### src/rtl/cube_color_pkg.sv
// rtl/cube_color_pkg.sv - facelet colour codes, palette constants and cell helpers
package cube_color_pkg;

  localparam int FACE_W = 36;

  typedef enum logic [3:0] {
    NONE   = 4'd0,
    WHITE  = 4'd1,
    RED    = 4'd2,
    ORANGE = 4'd3,
    YELLOW = 4'd4,
    GREEN  = 4'd5,
    BLUE   = 4'd6
  } color_code_t;

  // Cell number 0..8, row-major from the top-left facelet.
  typedef logic [3:0] cell_idx_t;

  localparam logic [29:0] RGB_WHITE  = {10'h3FF, 10'h3FF, 10'h3FF};
  localparam logic [29:0] RGB_RED    = {10'h3FF, 10'h000, 10'h000};
  localparam logic [29:0] RGB_ORANGE = {10'h3FF, 10'h200, 10'h000};
  localparam logic [29:0] RGB_YELLOW = {10'h3FF, 10'h3FF, 10'h000};
  localparam logic [29:0] RGB_GREEN  = {10'h000, 10'h3FF, 10'h000};
  localparam logic [29:0] RGB_BLUE   = {10'h000, 10'h000, 10'h3FF};

  function automatic cell_idx_t cell_index(input logic [1:0] row, input logic [1:0] col);
    return cell_idx_t'(4'(row) * 4'd3 + 4'(col));
  endfunction

  // Nibble of a packed face; topleft sits in bits [3:0].
  function automatic logic [3:0] cell_code(input logic [FACE_W-1:0] bank, input cell_idx_t idx);
    return bank[{idx, 2'b00} +: 4];
  endfunction

endpackage

### src/rtl/cube_palette_lut.sv
// rtl/cube_palette_lut.sv - maps a facelet code to RGB, unknown codes pass the given pixel through
module cube_palette_lut
  import cube_color_pkg::*;
(
  input  logic [3:0] i_code,
  input  logic [9:0] i_r,
  input  logic [9:0] i_g,
  input  logic [9:0] i_b,
  output logic [9:0] o_r,
  output logic [9:0] o_g,
  output logic [9:0] o_b
);

  logic [29:0] w_rgb;

  // Palette lookup; code 0 and 7..15 keep the pass-through pixel.
  always_comb begin
    w_rgb = {i_r, i_g, i_b};
    case (i_code)
      WHITE:   w_rgb = RGB_WHITE;
      RED:     w_rgb = RGB_RED;
      ORANGE:  w_rgb = RGB_ORANGE;
      YELLOW:  w_rgb = RGB_YELLOW;
      GREEN:   w_rgb = RGB_GREEN;
      BLUE:    w_rgb = RGB_BLUE;
      default: w_rgb = {i_r, i_g, i_b};
    endcase
  end

  assign {o_r, o_g, o_b} = w_rgb;

endmodule

### src/rtl/cube_face_painter.sv
// rtl/cube_face_painter.sv - paints a stored 3x3 face over the video stream; optional HIGHLIGHT_BLINK_EN
module cube_face_painter
  import cube_color_pkg::*;
#(
  parameter int GRID_X0 = 375,
  parameter int GRID_Y0 = 225,
  parameter int CELL    = 50
`ifdef HIGHLIGHT_BLINK_EN
  , parameter int BLINK_BIT = 4
`endif
) (
  input  logic              CLK,
  input  logic              RESET_N,
  input  logic              pix_en,
  input  logic [9:0]        X,
  input  logic [9:0]        Y,
  input  logic [9:0]        iR,
  input  logic [9:0]        iG,
  input  logic [9:0]        iB,
  input  logic              face_valid,
  output logic              face_ready,
  input  logic [FACE_W-1:0] face_codes,
`ifdef HIGHLIGHT_BLINK_EN
  input  logic [3:0]        sel_cell,
`endif
  output logic [9:0]        oR,
  output logic [9:0]        oG,
  output logic [9:0]        oB,
  output logic              o_in_grid,
  output logic              frame_start
);

  // Cell edges, one bit wider than the coordinates so X0+3*CELL cannot wrap.
  localparam logic [10:0] X_E0 = 11'(GRID_X0);
  localparam logic [10:0] X_E1 = 11'(GRID_X0 + CELL);
  localparam logic [10:0] X_E2 = 11'(GRID_X0 + 2 * CELL);
  localparam logic [10:0] X_E3 = 11'(GRID_X0 + 3 * CELL);
  localparam logic [10:0] Y_E0 = 11'(GRID_Y0);
  localparam logic [10:0] Y_E1 = 11'(GRID_Y0 + CELL);
  localparam logic [10:0] Y_E2 = 11'(GRID_Y0 + 2 * CELL);
  localparam logic [10:0] Y_E3 = 11'(GRID_Y0 + 3 * CELL);

  logic [FACE_W-1:0] r_shadow;
  logic [FACE_W-1:0] r_active;
  logic              r_pending;
  logic              r_face_ready;
`ifdef HIGHLIGHT_BLINK_EN
  logic [5:0]        r_frame_cnt;
  logic              r1_hl;
`endif

  logic [29:0]       r1_rgb;
  logic [1:0]        r1_col;
  logic [1:0]        r1_row;
  logic              r1_in;
  logic              r1_fs;
  logic [29:0]       r_rgb;
  logic              r_in_grid;
  logic              r_frame_start;

  logic [10:0]       w_x;
  logic [10:0]       w_y;
  logic [1:0]        w_col;
  logic [1:0]        w_row;
  logic              w_in_grid;
  logic              w_origin;
  logic              w_frame_edge;
  logic              w_accept;
  logic              w_pending_nxt;
  cell_idx_t         w_idx;
  logic [3:0]        w_code;
  logic [29:0]       w_lut_pass;
  logic [29:0]       w_lut;
  logic [29:0]       w_paint;
  logic [29:0]       w_out;

  assign w_x           = {1'b0, X};
  assign w_y           = {1'b0, Y};
  assign w_origin      = (X == 10'd0) && (Y == 10'd0);
  assign w_frame_edge  = pix_en && w_origin;
  assign w_accept      = face_valid && r_face_ready;
  // An accept only happens with nothing pending, so it never races a promotion.
  assign w_pending_nxt = w_accept ? 1'b1 : (w_frame_edge ? 1'b0 : r_pending);

  // Column/row by comparison against the cell edges.
  always_comb begin
    w_col     = (w_x < X_E1) ? 2'd0 : ((w_x < X_E2) ? 2'd1 : 2'd2);
    w_row     = (w_y < Y_E1) ? 2'd0 : ((w_y < Y_E2) ? 2'd1 : 2'd2);
    w_in_grid = (w_x >= X_E0) && (w_x < X_E3) && (w_y >= Y_E0) && (w_y < Y_E3);
  end

  // Handshake into the shadow bank and promotion to the active bank at frame start.
  always_ff @(posedge CLK) begin
    if (!RESET_N) begin
      r_shadow     <= '0;
      r_active     <= '0;
      r_pending    <= 1'b0;
      r_face_ready <= 1'b1;
`ifdef HIGHLIGHT_BLINK_EN
      r_frame_cnt  <= 6'd0;
`endif
    end else begin
      if (w_frame_edge && r_pending) begin
        r_active <= r_shadow;
      end
`ifdef HIGHLIGHT_BLINK_EN
      if (w_frame_edge) begin
        r_frame_cnt <= r_frame_cnt + 6'd1;
      end
`endif
      if (w_accept) begin
        r_shadow <= face_codes;
      end
      r_pending    <= w_pending_nxt;
      r_face_ready <= !w_pending_nxt;
    end
  end

  // S1: register the pixel and its grid position.
  always_ff @(posedge CLK) begin
    if (!RESET_N) begin
      r1_rgb <= '0;
      r1_col <= 2'd0;
      r1_row <= 2'd0;
      r1_in  <= 1'b0;
      r1_fs  <= 1'b0;
`ifdef HIGHLIGHT_BLINK_EN
      r1_hl  <= 1'b0;
`endif
    end else if (pix_en) begin
      r1_rgb <= {iR, iG, iB};
      r1_col <= w_col;
      r1_row <= w_row;
      r1_in  <= w_in_grid;
      r1_fs  <= w_origin;
`ifdef HIGHLIGHT_BLINK_EN
      // sel_cell >= 9 never matches a real cell index, so it disables the highlight.
      r1_hl  <= r_frame_cnt[BLINK_BIT] && w_in_grid && (sel_cell == cell_index(w_row, w_col));
`endif
    end
  end

  assign w_idx  = cell_index(r1_row, r1_col);
  assign w_code = cell_code(r_active, w_idx);

`ifdef HIGHLIGHT_BLINK_EN
  // A highlighted cell feeds black as pass-through so that inverting it yields white.
  assign w_lut_pass = r1_hl ? 30'd0 : r1_rgb;
  assign w_paint    = r1_hl ? ~w_lut : w_lut;
`else
  assign w_lut_pass = r1_rgb;
  assign w_paint    = w_lut;
`endif

  cube_palette_lut u_palette (
    .i_code (w_code),
    .i_r    (w_lut_pass[29:20]),
    .i_g    (w_lut_pass[19:10]),
    .i_b    (w_lut_pass[9:0]),
    .o_r    (w_lut[29:20]),
    .o_g    (w_lut[19:10]),
    .o_b    (w_lut[9:0])
  );

  assign w_out = r1_in ? w_paint : r1_rgb;

  // S2: register the painted pixel; frame_start pulses once for pixel (0,0).
  always_ff @(posedge CLK) begin
    if (!RESET_N) begin
      r_rgb         <= '0;
      r_in_grid     <= 1'b0;
      r_frame_start <= 1'b0;
    end else begin
      r_frame_start <= pix_en && r1_fs;
      if (pix_en) begin
        r_rgb     <= w_out;
        r_in_grid <= r1_in;
      end
    end
  end

  assign {oR, oG, oB} = r_rgb;
  assign o_in_grid    = r_in_grid;
  assign frame_start  = r_frame_start;
  assign face_ready   = r_face_ready;

endmodule
### config.mk
export PLATFORM = sky130hd
export DESIGN_NAME = cube_face_painter
export DESIGN_NICKNAME = d
export VERILOG_FILES = /design/src/rtl/cube_color_pkg.sv /design/src/rtl/cube_palette_lut.sv /design/src/rtl/cube_face_painter.sv
export SDC_FILE = /design/constraint.sdc
export NUM_CORES = 1
export LEC_CHECK = 0
export CAP_MARGIN = 10
export CORE_ASPECT_RATIO = 1.5
export CORE_MARGIN = 8
export CORE_UTILIZATION = 40
export CTS_BUF_LIST = sky130_fd_sc_hd__clkbuf_4 sky130_fd_sc_hd__clkbuf_8 sky130_fd_sc_hd__clkbuf_16
export DETAILED_ROUTE_END_ITERATION = 10
export GPL_ROUTABILITY_DRIVEN = 1
export PLACE_DENSITY_LB_ADDON = 0.3
export SLEW_MARGIN = 30
export SYNTH_ARGS = -nofsm -noshare
export SYNTH_HDL_FRONTEND = slang
export SYNTH_SLANG_ARGS = --single-unit
### constraint.sdc
create_clock -name CLK -period 3.95 [get_ports CLK]
set_clock_uncertainty 0.15 [all_clocks]
set_input_delay 0.79 -clock CLK [delete_from_list [all_inputs] [get_ports CLK]]
set_output_delay 0.79 -clock CLK [all_outputs]
set_load 0.005 [all_outputs]
==> reports/metrics.cfg, run 1 <==
[outcome]
status=complete, no violations

[clocking]
cts_buffers=17
cts_hold_buf=0
clock_path_buffers=2
cts_root_buffer=clkbuf_16
clock-sinks=142
clk_pin_slew_worst_paths_ns=0.06
cts_tree=built
clkLatencyLatePin_ns=0.40
h-tree-depth=4

[synth]
muxShareOfSynthArea=0.0789
synth-compound-area-share=0.208
syn_inst=678
yosys.area_share.adder=0.0129
ys_seq_area_frac=0.474
synth_edf_count=0
synth-simple-area-share=0.186
synth_seq_cells=142
synthesis.nets=773
ys_warn_count=0
synth_top_family_by_area=compound AO/OA/AOI/OAI gates
synth-xor-area-share=0.00146
synth_area_mm2=0.00600
synth_area_per_cell_um2=8.85
synth_ff_type=dfxtp_1
async_reset_ff_frac=0
synthDistinctLibCells=51

[die]
fp.dieW_um=116
dieArea_mm2=0.0192
core_region_area_mm2=0.0149
num_rows=55
ioPinCount=123
die_y_um=166
initial_core_util=0.403

[power_and_ir_drop]
irDropWorstVdd_mv=0.268
p_leak_nw=2.87
cellPowerDensity_mw_per_mm2=442

[routing]
wire_per_inst_um=14.9
via_per_inst=5.08
drt_iter0_markers=358
vias=5028
firstDrtPassIters=4
drc_errors=0
routed_wl_um=14800
ant_nets=0

[sta]
timing.fmax_ghz=0.272
fin_ws_ns=0.267
tns_ns=0
rsz0062_at_grt=false
slew_headroom=0.458
final_hold_viol_count=0
drv_slew=0
setup_violations=0
tightest_slew_ns=0.813
fin_crit_ns=3.68
hold_ws_ns=0.310
fin_crit_sh=0.932

[critical_path]
end_kind=flip-flop
cp_max_fo=10
critical_path_required_ns=4.13
r2r_slack_ns=0.27
crit_path_start=r1_row[0]$_SDFFE_PN0P_
r2r_start=r1_row[0]$_SDFFE_PN0P_
critPathLaunchType=flip-flop
critical_path_arrival_ns=3.87
r2r.worst_path.cells=12
critPathKind=reg2reg

[global_routing]
overflow=0
grt_max_degree=142
grt_pass1_wl_um=24100
grt_usage=0.153
grt_pass1_vias=5145
grt_antenna_before_repair=0

[hold_path]
hold_path.class=reg2reg
holdCritStartpoint=r_shadow[23]$_SDFFE_PN0P_
holdPathStages=2

[final_layout]
num_antenna_cells=0
mostFrequentLayoutCells=nand2_1 (151), dfxtp_1 (142), clkdlybuf4s50_1 (120)
layout_commonest_cell=nand2_1
drive_gt1_frac=0.0619
syn2layout_area_growth_pct=32.9
fin_nets=877

[job]
drv_cap=0

[placement]
place_ws_ns=0.111
port_buffers=122
dp_hpwl_um=10400
gp_congestion=0.827

==> Yosys cell counts, types with 3 or more instances <==
cell | n | area, um^2
a21boi_0 | 74 | 556
a21oi_1 | 35 | 175
a22oi_1 | 6 | 45.0
a32o_1 | 3 | 30.0
a32oi_1 | 3 | 26.3
and2_1 | 4 | 25.0
buf_1 | 4 | 15.0
buf_2 | 4 | 20.0
clkbuf_1 | 34 | 128
dfxtp_1 | 142 | 2840
ha_1 | 3 | 37.5
inv_1 | 9 | 33.8
mux2i_1 | 45 | 450
nand2_1 | 152 | 571
nand3_1 | 21 | 105
nand4_1 | 3 | 18.8
nor2_1 | 8 | 30.0
nor2b_1 | 36 | 225
nor3_1 | 5 | 25.0
nor4_1 | 3 | 18.8
o21ai_0 | 45 | 225
==> path summary, 6_finish.rpt <==
check	end
setup / recovery	r_rgb[29]$_SDFFE_PN0P_
hold / removal	r_active[23]$_SDFFE_PN0P_
hold reg to reg	r_active[23]$_SDFFE_PN0P_
setup reg to reg	r_rgb[29]$_SDFFE_PN0P_
==> state kept, by name, summed over array words and instances (netlist names) <==
name and cells:
r1_row 2, r1_rgb 30, face_ready 1, o_in_grid 1, r_rgb 30, r1_in 1, r1_col 2, r_shadow 36
r1_fs 1, r_active 36, r_pending 1, frame_start 1
==> layer usage <==
metal | track usage | part of all wire | up-vias
li1 | - | - | 2543
met1 | 0.167 | 0.41 | 2340
met2 | 0.277 | 0.53 | 129
met3 | 0.0393 | 0.051 | 16
met4 | 0.0470 | 0.013 | 0
met5 | 0 | 0 | -
==> logic make-up (layout without fill, tap and decap cells) <==
kind of cell / count (synthesis) / after routing
adder cells (fa/ha/maj): 5 / 5
AND/OR/NAND/NOR: 242 / 242
buffers and inverters: 55 / 168
flip-flops: 142 / 142
XOR/XNOR: 1 / 1
multiplexers: 46 / 46
AO/OA/AOI/OAI: 187 / 187
==> final cells by class <==
type	count	area (um^2)
fill	1366	6900
multi-input combinational	481	2970
clock buffer	18	439
timing repair buffer	130	1290
inverter	10	37.5
clock inverter	10	144
tap	199	249
sequential	142	2840
==> power by group <==
part,switching [mW],leakage (nW),total (mW),internal (mW)
combinational,0.203,1.43,0.425,0.221
sequential,0.0331,1.16,1.53,1.50
clock,0.571,0.276,1.57,0.996
==> through the flow <==
stage | util | cells | area (um^2) | power [mW]
3_5_place_dp | 0.493 | 961 | 7320 | 1.97
6_report | 0.536 | 990 | 7970 | 3.52
5_1_grt | 0.536 | 990 | 7970 | 3.67
4_1_cts | 0.532 | 989 | 7910 | 3.54
2_1_floorplan | - | 678 | 6000 | 1.78
3_3_place_gp | 0.492 | 961 | 7320 | 1.95
==> worst max-delay path: stages, from the launching register on <==
cell      delay [ns]
dfxtp_1         0.35
inv_1           0.07
fa_1            0.51
inv_1           0.06
ha_1            0.18
inv_1           0.06
fa_1            0.52
nor2_1          0.28
a221oi_1        0.17
a221oi_4        0.44
nand2_1         0.16
o311a_1         0.47
a21oi_1         0.19
==> repair_timing <==
action,in CTS,in global routing
buffers inserted,0,1
resized for setup,0,5
setup endpoints to repair,0,29
No activity file was read; power rests on OpenSTA's default activity.
==> run 2: changes to the inputs <==
==> constraint.sdc (replaced) <==
create_clock -name CLK -period 4.35 [get_ports CLK]
set_clock_uncertainty 0.15 [all_clocks]
set_input_delay 0.87 -clock CLK [delete_from_list [all_inputs] [get_ports CLK]]
set_output_delay 0.87 -clock CLK [all_outputs]
set_load 0.005 [all_outputs]
==> reports/metrics.cfg, run 2 (synthesized netlist as in run 1, its figures left out) <==
[sta]
fin_crit_sh=0.892  ; -0.0402
rsz0062_at_grt=false
tightest_slew_ns=0.821  ; +0.00817 ns
slew_headroom=0.451  ; -0.00706
drv_slew=0  ; unchanged
setup_violations=0  ; unchanged
final_hold_viol_count=0  ; unchanged
timing.fmax_ghz=0.258  ; -5.1%
tns_ns=0  ; unchanged
fin_crit_ns=3.88  ; +0.198 ns

[die]
ioPinCount=123  ; unchanged
num_rows=55  ; unchanged
initial_core_util=0.403  ; unchanged
die_y_um=166  ; unchanged
fp.dieW_um=116  ; unchanged
dieArea_mm2=0.0192  ; unchanged
core_region_area_mm2=0.0149  ; unchanged

[routing]
via_per_inst=5.05  ; -0.62%
vias=4997  ; -0.62%
wire_per_inst_um=14.8  ; -0.86%
routed_wl_um=14700  ; -0.86%
ant_nets=0  ; unchanged
drc_errors=0  ; unchanged
firstDrtPassIters=5  ; +1
drt_iter0_markers=264  ; -26%

[power_and_ir_drop]
internal_power_mw=2.41  ; -11%
pwr-share-comb=0.118  ; -0.003
p_leak_nw=2.83  ; -1.1%
swShare=0.231  ; +0.00147
irDropWorstVdd_mv=0.301  ; +12%
power_switching_mw=0.723  ; -10%
seq_power_share=0.444  ; +0.009
clkPwrFrac=0.437  ; -0.008
cellPowerDensity_mw_per_mm2=397  ; -10%

[critical_path]
cp_max_fo=11  ; +1
critPathKind=reg2reg
critical_path_arrival_ns=4.06  ; +0.19 ns
end_kind=flip-flop
critPathLaunchType=flip-flop
critical_path_required_ns=4.53  ; +0.40 ns

[clocking]
cts_hold_buf=0  ; unchanged
clk_pin_slew_worst_paths_ns=0.06  ; about the same
cts_root_buffer=clkbuf_16
post_cts.repair.setup_buffers=0  ; unchanged
clock_path_buffers=2  ; unchanged
cts_tree=built
cts-resized-gates=0  ; unchanged
clkLatencyLatePin_ns=0.40  ; about the same
h-tree-depth=4  ; unchanged
cts_buffers=17  ; unchanged
clock-sinks=142  ; unchanged

[global_routing]
grt_usage=0.153  ; about the same
grt_pass1_wl_um=24300  ; +0.60%
grt_antenna_before_repair=0  ; unchanged
grt_pass1_vias=5231  ; +1.7%
overflow=0  ; unchanged
grt_max_degree=142  ; unchanged

[placement]
port_buffers=122  ; unchanged
gp_congestion=0.842  ; +1.9%
place_area_mm2=0.00731  ; -0.10%
dp_hpwl_um=10600  ; +1.8%
place_inst=960  ; -0.10%

[final_layout]
n_fill_cell=1397  ; +2.3%
num_antenna_cells=0  ; unchanged
drive_gt1_frac=0.0582  ; -0.00379
fin_nets=875  ; -0.23%
final_area_mm2=0.00789  ; -1.0%
final_util=0.530  ; -0.00556
fin_cells=990  ; unchanged
mostFrequentLayoutCells=nand2_1 (151), dfxtp_1 (142), clkdlybuf4s50_1 (120)
layout_commonest_cell=nand2_1
reg_top3=r_active (36), r_shadow (36)
syn2layout_area_growth_pct=31.5

[job]
drv_cap=0  ; unchanged

[hold_path]
hold_path.class=reg2reg

[outcome]
status=complete, no violations

-- run 2: final timing paths --
check / start / end / slack (ns) / cells after the start
max: r1_row[0]$_SDFFE_PN0P_ / r_rgb[23]$_SDFFE_PN0P_ / 0.47 / 12
min: r_active[0]$_SDFFE_PN0P_ / r_active[0]$_SDFFE_PN0P_ / 0.31 / 2
max reg2reg: r1_row[0]$_SDFFE_PN0P_ / r_rgb[23]$_SDFFE_PN0P_ / 0.47 / 12
min reg2reg: r_active[0]$_SDFFE_PN0P_ / r_active[0]$_SDFFE_PN0P_ / 0.31 / 2
-- run 2: routing by layer --
| metal | track usage | part of all wire | up-vias |
|---|---|---|---|
| met1 | 0.167 | 0.42 | 2316 |
| li1 | - | - | 2536 |
| met4 | 0.0465 | 0.012 | 0 |
| met3 | 0.0364 | 0.050 | 17 |
| met5 | 0 | 0 | - |
| met2 | 0.279 | 0.52 | 128 |
-- run 2: area by class of cell --
class | count | area, um^2 | share of cell area
Clock inverter | 11 | 120 | 0.0152
Clock buffer | 19 | 447 | 0.0566
Timing Repair Buffer | 128 | 1260 | 0.160
Tap cell | 199 | 249 | 0.0316
Multi-Input combinational cell | 481 | 2930 | 0.371
Sequential cell | 142 | 2840 | 0.361
Inverter | 10 | 37.5 | 0.00476
-- run 2: power by group through the flow --
stage          clock network [mW]  registers [mW]  logic (mW)
2_1_floorplan                   0            1.41       0.203
3_3_place_gp                    0            1.42       0.357
3_5_place_dp                    0            1.42       0.371
6_report                     1.37            1.39       0.371
4_1_cts                      1.40            1.39       0.373
5_1_grt                      1.46            1.40       0.406
-- run 2: through the flow --
| step | hold WS (ns) | worst slack, ns | power [mW] |
|---|---|---|---|
| final | 0.310 | 0.468 | 3.13 |
| after global routing | 0.328 | 0.180 | 3.26 |
| after CTS | 0.317 | 0.481 | 3.16 |
| after detailed placement | 0.310 | 0.484 | 1.79 |
| after global placement | 0.300 | 0.712 | 1.77 |
| after floorplan | 0.288 | 1.03 | 1.61 |
-- run 2: critical path, stage by stage, from the launching register on --
cell,delay [ns]
dfxtp_1,0.35
inv_1,0.07
fa_1,0.50
inv_1,0.06
ha_1,0.18
inv_1,0.06
fa_1,0.50
nor2b_1,0.30
a221oi_1,0.19
a221oi_4,0.41
nand2_1,0.31
o311a_1,0.52
a21oi_1,0.20
==> run 3: changes to the inputs <==
--- a/config.mk
+++ b/config.mk
@@ -5,6 +5,7 @@
 export SDC_FILE = /design/constraint.sdc
 export NUM_CORES = 1
 export LEC_CHECK = 0
+export ABC_CLOCK_PERIOD_IN_PS = 4350
 export CAP_MARGIN = 10
 export CORE_ASPECT_RATIO = 1.5
 export CORE_MARGIN = 8
==> results of run 3 <==
Same layout as run 2: the final DEF is identical, and so are final timing and power.
